File: config.mk
export PLATFORM = sky130hd
export DESIGN_NAME = uart_rx_fifo
export DESIGN_NICKNAME = d
export VERILOG_FILES = /design/src/rtl/uart_pkg.sv /design/src/rtl/sync_fifo.sv /design/src/rtl/uart_rx_fifo.sv
export SDC_FILE = /design/constraint.sdc
export NUM_CORES = 1
export LEC_CHECK = 0
export ABC_CLOCK_PERIOD_IN_PS = 7800
export CORE_AREA = 8 8 125 127
export DETAILED_ROUTE_END_ITERATION = 8
export DIE_AREA = 0 0 133 135
export HOLD_SLACK_MARGIN = 0.08
export PLACE_DENSITY = 0.71
export SLEW_MARGIN = 20
export SYNTH_ARGS = -nofsm -noshare
export SYNTH_HDL_FRONTEND = slang
export SYNTH_SLANG_ARGS = --single-unit
File: constraint.sdc
create_clock -name clk -period 7.8 [get_ports clk]
set_clock_uncertainty 0.05 [all_clocks]
set_input_delay 1.56 -clock clk [delete_from_list [all_inputs] [get_ports clk]]
set_output_delay 1.56 -clock clk [all_outputs]
set_load 0.01 [all_outputs]
File: src/rtl/uart_pkg.sv
// rtl/uart_pkg.sv - shared UART states, parity modes and parity helper
package uart_pkg;

    typedef enum logic [2:0] {
        IDLE,
        START,
        DATA,
        PARITY,
        STOP
    } t_uart_state;

    localparam int C_PAR_NONE = 0;
    localparam int C_PAR_EVEN = 1;
    localparam int C_PAR_ODD  = 2;

    // Data is zero-extended to the widest frame; extra zeros do not alter the XOR.
    function automatic logic f_parity(input logic [8:0] data, input int mode);
        f_parity = (mode == C_PAR_ODD) ? ~(^data) : (^data);
    endfunction

endpackage

File: src/rtl/sync_fifo.sv
// rtl/sync_fifo.sv - single-clock FIFO with registered read word
module sync_fifo #(
    parameter int G_WIDTH      = 8,
    parameter int G_ADDR_WIDTH = 4
) (
    input  logic               clk,
    input  logic               rst_n,
    input  logic               i_push,
    input  logic [G_WIDTH-1:0] i_wdata,
    input  logic               i_pop,
    output logic [G_WIDTH-1:0] o_rdata,
    output logic               o_full,
    output logic               o_empty
);

    localparam int C_DEPTH = 2 ** G_ADDR_WIDTH;

    logic [G_WIDTH-1:0]    r_mem [C_DEPTH];
    logic [G_WIDTH-1:0]    r_rdata;
    logic [G_ADDR_WIDTH:0] r_wr_ptr;
    logic [G_ADDR_WIDTH:0] r_rd_ptr;
    logic [G_ADDR_WIDTH:0] w_wr_next;
    logic [G_ADDR_WIDTH:0] w_rd_next;
    logic                  w_do_push;
    logic                  w_do_pop;

    assign o_empty   = (r_wr_ptr == r_rd_ptr);
    assign o_full    = (r_wr_ptr[G_ADDR_WIDTH] != r_rd_ptr[G_ADDR_WIDTH]) &&
                       (r_wr_ptr[G_ADDR_WIDTH-1:0] == r_rd_ptr[G_ADDR_WIDTH-1:0]);
    assign w_do_pop  = i_pop && !o_empty;
    assign w_do_push = i_push && (!o_full || w_do_pop);
    assign w_wr_next = r_wr_ptr + {{G_ADDR_WIDTH{1'b0}}, w_do_push};
    assign w_rd_next = r_rd_ptr + {{G_ADDR_WIDTH{1'b0}}, w_do_pop};
    assign o_rdata   = r_rdata;

    always_ff @(posedge clk) begin
        if (w_do_push) begin
            r_mem[r_wr_ptr[G_ADDR_WIDTH-1:0]] <= i_wdata;
        end
    end

    // The head word is re-registered every cycle; bypass when the head slot is written now.
    always_ff @(posedge clk or negedge rst_n) begin
        if (!rst_n) begin
            r_wr_ptr <= '0;
            r_rd_ptr <= '0;
            r_rdata  <= '0;
        end else begin
            r_wr_ptr <= w_wr_next;
            r_rd_ptr <= w_rd_next;
            if (w_do_push && (r_wr_ptr[G_ADDR_WIDTH-1:0] == w_rd_next[G_ADDR_WIDTH-1:0])) begin
                r_rdata <= i_wdata;
            end else begin
                r_rdata <= r_mem[w_rd_next[G_ADDR_WIDTH-1:0]];
            end
        end
    end

endmodule

File: src/rtl/uart_rx_fifo.sv
// rtl/uart_rx_fifo.sv - UART receiver feeding a valid/ready receive FIFO
module uart_rx_fifo
    import uart_pkg::*;
#(
    parameter int G_CLOCK_FREQ      = 20000000,
    parameter int G_BAUDRATE        = 1000000,
    parameter int G_DATA_WIDTH      = 8,
    parameter int G_PARITY          = 0,
    parameter int G_STOP_BIT_NUMBER = 1,
    parameter int G_FIRST_BIT       = 0,
    parameter int G_POLARITY        = 1,
    parameter int G_FIFO_ADDR_WIDTH = 4
) (
    input  logic                    clk,
    input  logic                    rst_n,
    input  logic                    i_rx,
    output logic [G_DATA_WIDTH-1:0] o_data,
    output logic                    o_valid,
    input  logic                    i_ready,
    output logic                    o_parity_err,
    output logic                    o_frame_err,
    output logic                    o_overflow,
    output logic                    o_busy
);

    localparam int C_DIV   = G_CLOCK_FREQ / G_BAUDRATE;
    localparam int C_CNT_W = $clog2(C_DIV);
    localparam int C_IDX_W = $clog2(G_DATA_WIDTH);
    localparam logic [C_CNT_W-1:0] C_CNT_HALF = C_CNT_W'(C_DIV / 2);
    localparam logic [C_CNT_W-1:0] C_CNT_LAST = C_CNT_W'(C_DIV - 1);
    localparam logic [C_IDX_W-1:0] C_LAST_IDX = C_IDX_W'(G_DATA_WIDTH - 1);
    localparam logic C_LAST_STOP = 1'(G_STOP_BIT_NUMBER - 1);

    t_uart_state             r_state;
    logic [1:0]              r_sync;
    logic                    r_prev;
    logic [C_CNT_W-1:0]      r_cnt;
    logic [C_IDX_W-1:0]      r_bit_idx;
    logic                    r_stop_cnt;
    logic [G_DATA_WIDTH-1:0] r_shift;
    logic                    r_ferr_flag;
    logic                    r_perr_flag;
    logic                    r_eval;
    logic                    r_eval_ferr;
    logic                    r_eval_perr;
    logic [G_DATA_WIDTH-1:0] r_eval_word;
    logic                    r_parity_err;
    logic                    r_frame_err;
    logic                    r_overflow;
    logic                    w_rx;
    logic                    w_tick;
    logic [G_DATA_WIDTH-1:0] w_shift_next;
    logic                    w_push;
    logic                    w_fifo_full;
    logic                    w_fifo_empty;

    assign w_rx   = r_sync[1] ^ (G_POLARITY == 0);
    assign w_tick = (r_cnt == C_CNT_LAST);
    assign w_push = r_eval && !r_eval_ferr && !r_eval_perr;

    always_comb begin
        w_shift_next = r_shift;
        if (G_FIRST_BIT == 0) begin
            w_shift_next = {w_rx, r_shift[G_DATA_WIDTH-1:1]};
        end else begin
            w_shift_next = {r_shift[G_DATA_WIDTH-2:0], w_rx};
        end
    end

    always_ff @(posedge clk or negedge rst_n) begin
        if (!rst_n) begin
            r_sync      <= 2'b11;
            r_prev      <= 1'b0;
            r_state     <= IDLE;
            r_cnt       <= '0;
            r_bit_idx   <= '0;
            r_stop_cnt  <= 1'b0;
            r_shift     <= '0;
            r_ferr_flag <= 1'b0;
            r_perr_flag <= 1'b0;
            r_eval      <= 1'b0;
            r_eval_ferr <= 1'b0;
            r_eval_perr <= 1'b0;
            r_eval_word <= '0;
        end else begin
            r_sync <= {r_sync[0], i_rx};
            r_prev <= w_rx;
            r_eval <= 1'b0;
            r_cnt  <= r_cnt + 1'b1;
            case (r_state)
                IDLE: begin
                    if (r_prev && !w_rx) begin
                        r_state <= START;
                        r_cnt   <= C_CNT_HALF;
                    end
                end
                START: begin
                    if (w_tick) begin
                        r_cnt <= '0;
                        if (!w_rx) begin
                            r_state     <= DATA;
                            r_bit_idx   <= '0;
                            r_ferr_flag <= 1'b0;
                            r_perr_flag <= 1'b0;
                        end else begin
                            r_state     <= IDLE;
                            r_eval      <= 1'b1;
                            r_eval_ferr <= 1'b1;
                            r_eval_perr <= 1'b0;
                        end
                    end
                end
                DATA: begin
                    if (w_tick) begin
                        r_cnt   <= '0;
                        r_shift <= w_shift_next;
                        if (r_bit_idx == C_LAST_IDX) begin
                            r_stop_cnt <= 1'b0;
                            r_state    <= (G_PARITY == C_PAR_NONE) ? STOP : PARITY;
                        end else begin
                            r_bit_idx <= r_bit_idx + 1'b1;
                        end
                    end
                end
                PARITY: begin
                    if (w_tick) begin
                        r_cnt       <= '0;
                        r_perr_flag <= (w_rx != f_parity(9'(r_shift), G_PARITY));
                        r_state     <= STOP;
                    end
                end
                STOP: begin
                    if (w_tick) begin
                        r_cnt <= '0;
                        if (r_stop_cnt == C_LAST_STOP) begin
                            r_state     <= IDLE;
                            r_eval      <= 1'b1;
                            r_eval_ferr <= r_ferr_flag | ~w_rx;
                            r_eval_perr <= r_perr_flag;
                            r_eval_word <= r_shift;
                        end else begin
                            r_stop_cnt  <= r_stop_cnt + 1'b1;
                            r_ferr_flag <= r_ferr_flag | ~w_rx;
                        end
                    end
                end
                default: r_state <= IDLE;
            endcase
        end
    end

    // A pop in the same cycle frees a slot, so a full FIFO only overflows without one.
    always_ff @(posedge clk or negedge rst_n) begin
        if (!rst_n) begin
            r_parity_err <= 1'b0;
            r_frame_err  <= 1'b0;
            r_overflow   <= 1'b0;
        end else begin
            r_frame_err  <= r_eval && r_eval_ferr;
            r_parity_err <= r_eval && !r_eval_ferr && r_eval_perr;
            if (w_push && w_fifo_full && !(o_valid && i_ready)) begin
                r_overflow <= 1'b1;
            end
        end
    end

    sync_fifo #(
        .G_WIDTH      (G_DATA_WIDTH),
        .G_ADDR_WIDTH (G_FIFO_ADDR_WIDTH)
    ) u_fifo (
        .clk     (clk),
        .rst_n   (rst_n),
        .i_push  (w_push),
        .i_wdata (r_eval_word),
        .i_pop   (i_ready),
        .o_rdata (o_data),
        .o_full  (w_fifo_full),
        .o_empty (w_fifo_empty)
    );

    assign o_valid      = ~w_fifo_empty;
    assign o_parity_err = r_parity_err;
    assign o_frame_err  = r_frame_err;
    assign o_overflow   = r_overflow;
    assign o_busy       = (r_state != IDLE);

endmodule

==> flow_metrics.env <==
export IMPL_grt_pass1_wl_um=22100
export IMPL_synthCells=430
export IMPL_totalWireLength_um=14000
export IMPL_crit_cells=8
export IMPL_period_needed_ns=4.31
export IMPL_routed_wl_met2_um=7170
export IMPL_cp_num_buf_inv=1
export IMPL_grt_pass1_vias=3799
export IMPL_cts_root_buf="clkbuf_16"
export IMPL_maxSlewHeadroom_pct=42.3
export IMPL_synthesis_nets=441
export IMPL_crit_chain="clkdlybuf4s50_1 -> and2_1 -> ha_2 -> ha_2 -> xnor2_1 -> nand2_1 -> nor4b_4 -> mux2_2"
export IMPL_drtIter0Drc=294
export IMPL_fin_setup_tns_ns=0
export IMPL_clk_latency_ns=0.43
export IMPL_netlist_area_leader_share_pct=52.0
export IMPL_antenna_found_initial=0
export IMPL_clk_pin_slew_ns=0.06
export IMPL_htreeDepth=4
export IMPL_criticalPathCategory="in2reg"
export IMPL_status="finished clean"
export IMPL_yosys_register_bits=184
export IMPL_io_buffers=16
export IMPL_p_total_mw=2.83
export IMPL_finalHoldViolations=0
export IMPL_seq_area_frac_synth_pct=71.0
export IMPL_cts_resized=0
export IMPL_end_kind="flop"
export IMPL_final_cell_mix="edfxtp_1, dfrtp_1, mux4_2"
export IMPL_antenna_left=0
export IMPL_pin_count=17
export IMPL_synthTopCellsByArea="edfxtp_1, dfrtp_1, mux4_2"
export IMPL_met3_wirelength_um=640
export IMPL_final_common_cell="edfxtp_1"
export IMPL_slowest_delay_ns=0.89
export IMPL_clock_sinks=184
export IMPL_finalSetupViolCount=0
export IMPL_regArea_um2=5250
export IMPL_max_cap_viol_count=0
export IMPL_r2r_start="u_fifo.r_wr_ptr[0]"
export IMPL_ys_warnings_count=0
export IMPL_leakage_nw=2.99
export IMPL_worst_r2r_cell_count=10
export IMPL_grt_max_degree=57
export IMPL_min_path_type="reg2reg"
export IMPL_avgSynthCellArea_um2=17.2
export IMPL_start_util_pct=54.3
export IMPL_syn_area_um2=7390
export IMPL_slew_violations=0
export IMPL_hold_buffers=0
export IMPL_row_count=43
export IMPL_multiInputGateArea_um2=2040
export IMPL_nets=465
export IMPL_max_slew_worst_pin_slew_ns=0.865
export IMPL_slowest_stage="ha_2"
export IMPL_diodes=0
export IMPL_rsz0062_at_grt="no"
export IMPL_cp_arrival_ns=4.57
export IMPL_die_area_um2=18000
export IMPL_via_per_inst=5.87
export IMPL_ff2ff_setup_slack_ns=3.53
export IMPL_required_ns=8.06
export IMPL_crit_family="adder cells"
export IMPL_drive_above_1_share_pct=21.8
export IMPL_n_fill_cell=998
export IMPL_route_detailed_drc=0
export IMPL_cts_buffers_inserted=17
export IMPL_vdd_drop_max_uv=187
export IMPL_cp_startpoint="i_ready"
export IMPL_yosysTopAreaCell="edfxtp_1"
export IMPL_overflow=0
export IMPL_endpoint="u_fifo.o_rdata[4]"
export IMPL_start_kind="input pin"
export IMPL_cts_tree="done"
export IMPL_fp_dieH_um=135
export IMPL_design_area_um2=8320
export IMPL_final_util_pct=61.1
export IMPL_dp_hpwl_um=8760
export IMPL_track_usage_pct=16.7
export IMPL_die_w_um=133
export IMPL_critPathMaxFanout=34
export IMPL_areaGrowthSynthToFinish_pct=12.6
export IMPL_avgRoutedWirePerCell_um=21.7
export IMPL_num_vias=3797
export IMPL_fin_crit_sh_pct=55.2
export IMPL_dr_pass1_iters=4
export IMPL_max_freq_ghz=0.232
export IMPL_post_dp_cell_area_um2=7750
export IMPL_place_congestion=0.749
export IMPL_drt_met1_wl_um=5980
export IMPL_power_per_cell_area_nw_per_um2=340
export IMPL_clockBufferDepth=2
export IMPL_crit_top_cell="ha_2"
export IMPL_top_layer_used="met4"
export IMPL_synth_distinct_cells=39
export IMPL_core_area_um2=13600
export IMPL_cts_setup_buffers=0
export IMPL_reg2reg_to="u_fifo.o_rdata[4]"
==> state kept, by name, summed over array words and instances (netlist names), 2 cells and up <==
name	count
r_state	3
r_cnt	5
u_fifo.r_wr_ptr	5
u_fifo.o_rdata	8
r_sync	2
r_bit_idx	3
r_eval_word	8
u_fifo.r_rd_ptr	5
u_fifo.r_mem	128
r_shift	8
==> layer usage <==
metal / vias to the layer above / global-route usage, %
li1: 1696 / -
met4: 0 / 7.13
met1: 1979 / 21.5
met2: 105 / 27.1
met3: 17 / 3.23
met5: - / 0
==> how the worst min path moves through the flow <==
stage                     startpoint   endpoint  cells after the start
after CTS                  r_sync[0]  r_sync[1]                      0
after floorplan            r_sync[0]  r_sync[1]                      0
final                      r_sync[0]  r_sync[1]                      0
after global placement     r_sync[0]  r_sync[1]                      0
after detailed placement   r_sync[0]  r_sync[1]                      0
after global routing       r_sync[0]  r_sync[1]                      0
==> power breakdown <==
part           switching [mW]  internal, mW  leakage, nW  total [mW]
clock network           0.348         0.474        0.291       0.822
registers              0.0748          1.10         1.92        1.18
logic                   0.434         0.395        0.777       0.830
total                   0.857          1.97         2.99        2.83
==> cells in the mapped netlist, drive strengths merged <==
cell,count
a211oi,9
o21ai,8
nand3,11
dfrtp,54
o32ai,1
nand2,24
or3,1
nor4b,1
nand3b,4
a32oi,1
ha,7
inv,7
buf,10
mux4,32
a21oi,6
a31oi,8
edfxtp,128
a21boi,1
nor4,2
xor2,9
o21bai,1
mux2i,1
a22oi,1
xnor2,17
and2,10
a32o,1
clkbuf,9
dfstp,2
nor3,6
nor2,25
o22ai,1
nand4,1
nand2b,5
and3,1
nor3b,2
mux2,23
==> worst register-to-register path, stage by stage, from the launching register on <==
cell,delay [ns]
dfrtp_1,0.53
xor2_1,0.23
nor4_1,0.56
nand2_1,0.14
and2_1,0.19
ha_2,0.19
ha_2,0.89
xnor2_1,0.20
nand2_1,0.11
nor4b_4,0.64
mux2_2,0.41
==> through the flow <==
stage          hold WS, ns  instances  worst slack (ns)
6_report             0.310        647              3.49
2_1_floorplan        0.295        430              3.99
3_5_place_dp         0.298        615              3.04
5_1_grt              0.312        647              3.25
3_3_place_gp         0.301        615              2.99
4_1_cts              0.312        647              3.48
==> layout make-up <==
cell class              count  share of cell area, %
clock inverters            11                   1.10
multi-input cells         220                   24.5
clock buffers              21                   5.79
flip-flops and latches    184                   63.0
inverters                   7                  0.316
repair buffers             24                   2.59
well taps                 180                   2.71
==> kinds of logic (layout without fill, tap and decap cells) <==
family	Yosys count	after routing	share of synthesized area, %
flops	184	184	71.0
mux	56	56	13.4
compound gates	38	38	3.35
simple gates	93	93	6.26
xor+xnor	26	26	3.28
buf+inv	26	63	1.52
fa+ha+maj	7	7	1.18
Note: power is estimated with default switching activity, not from simulation.
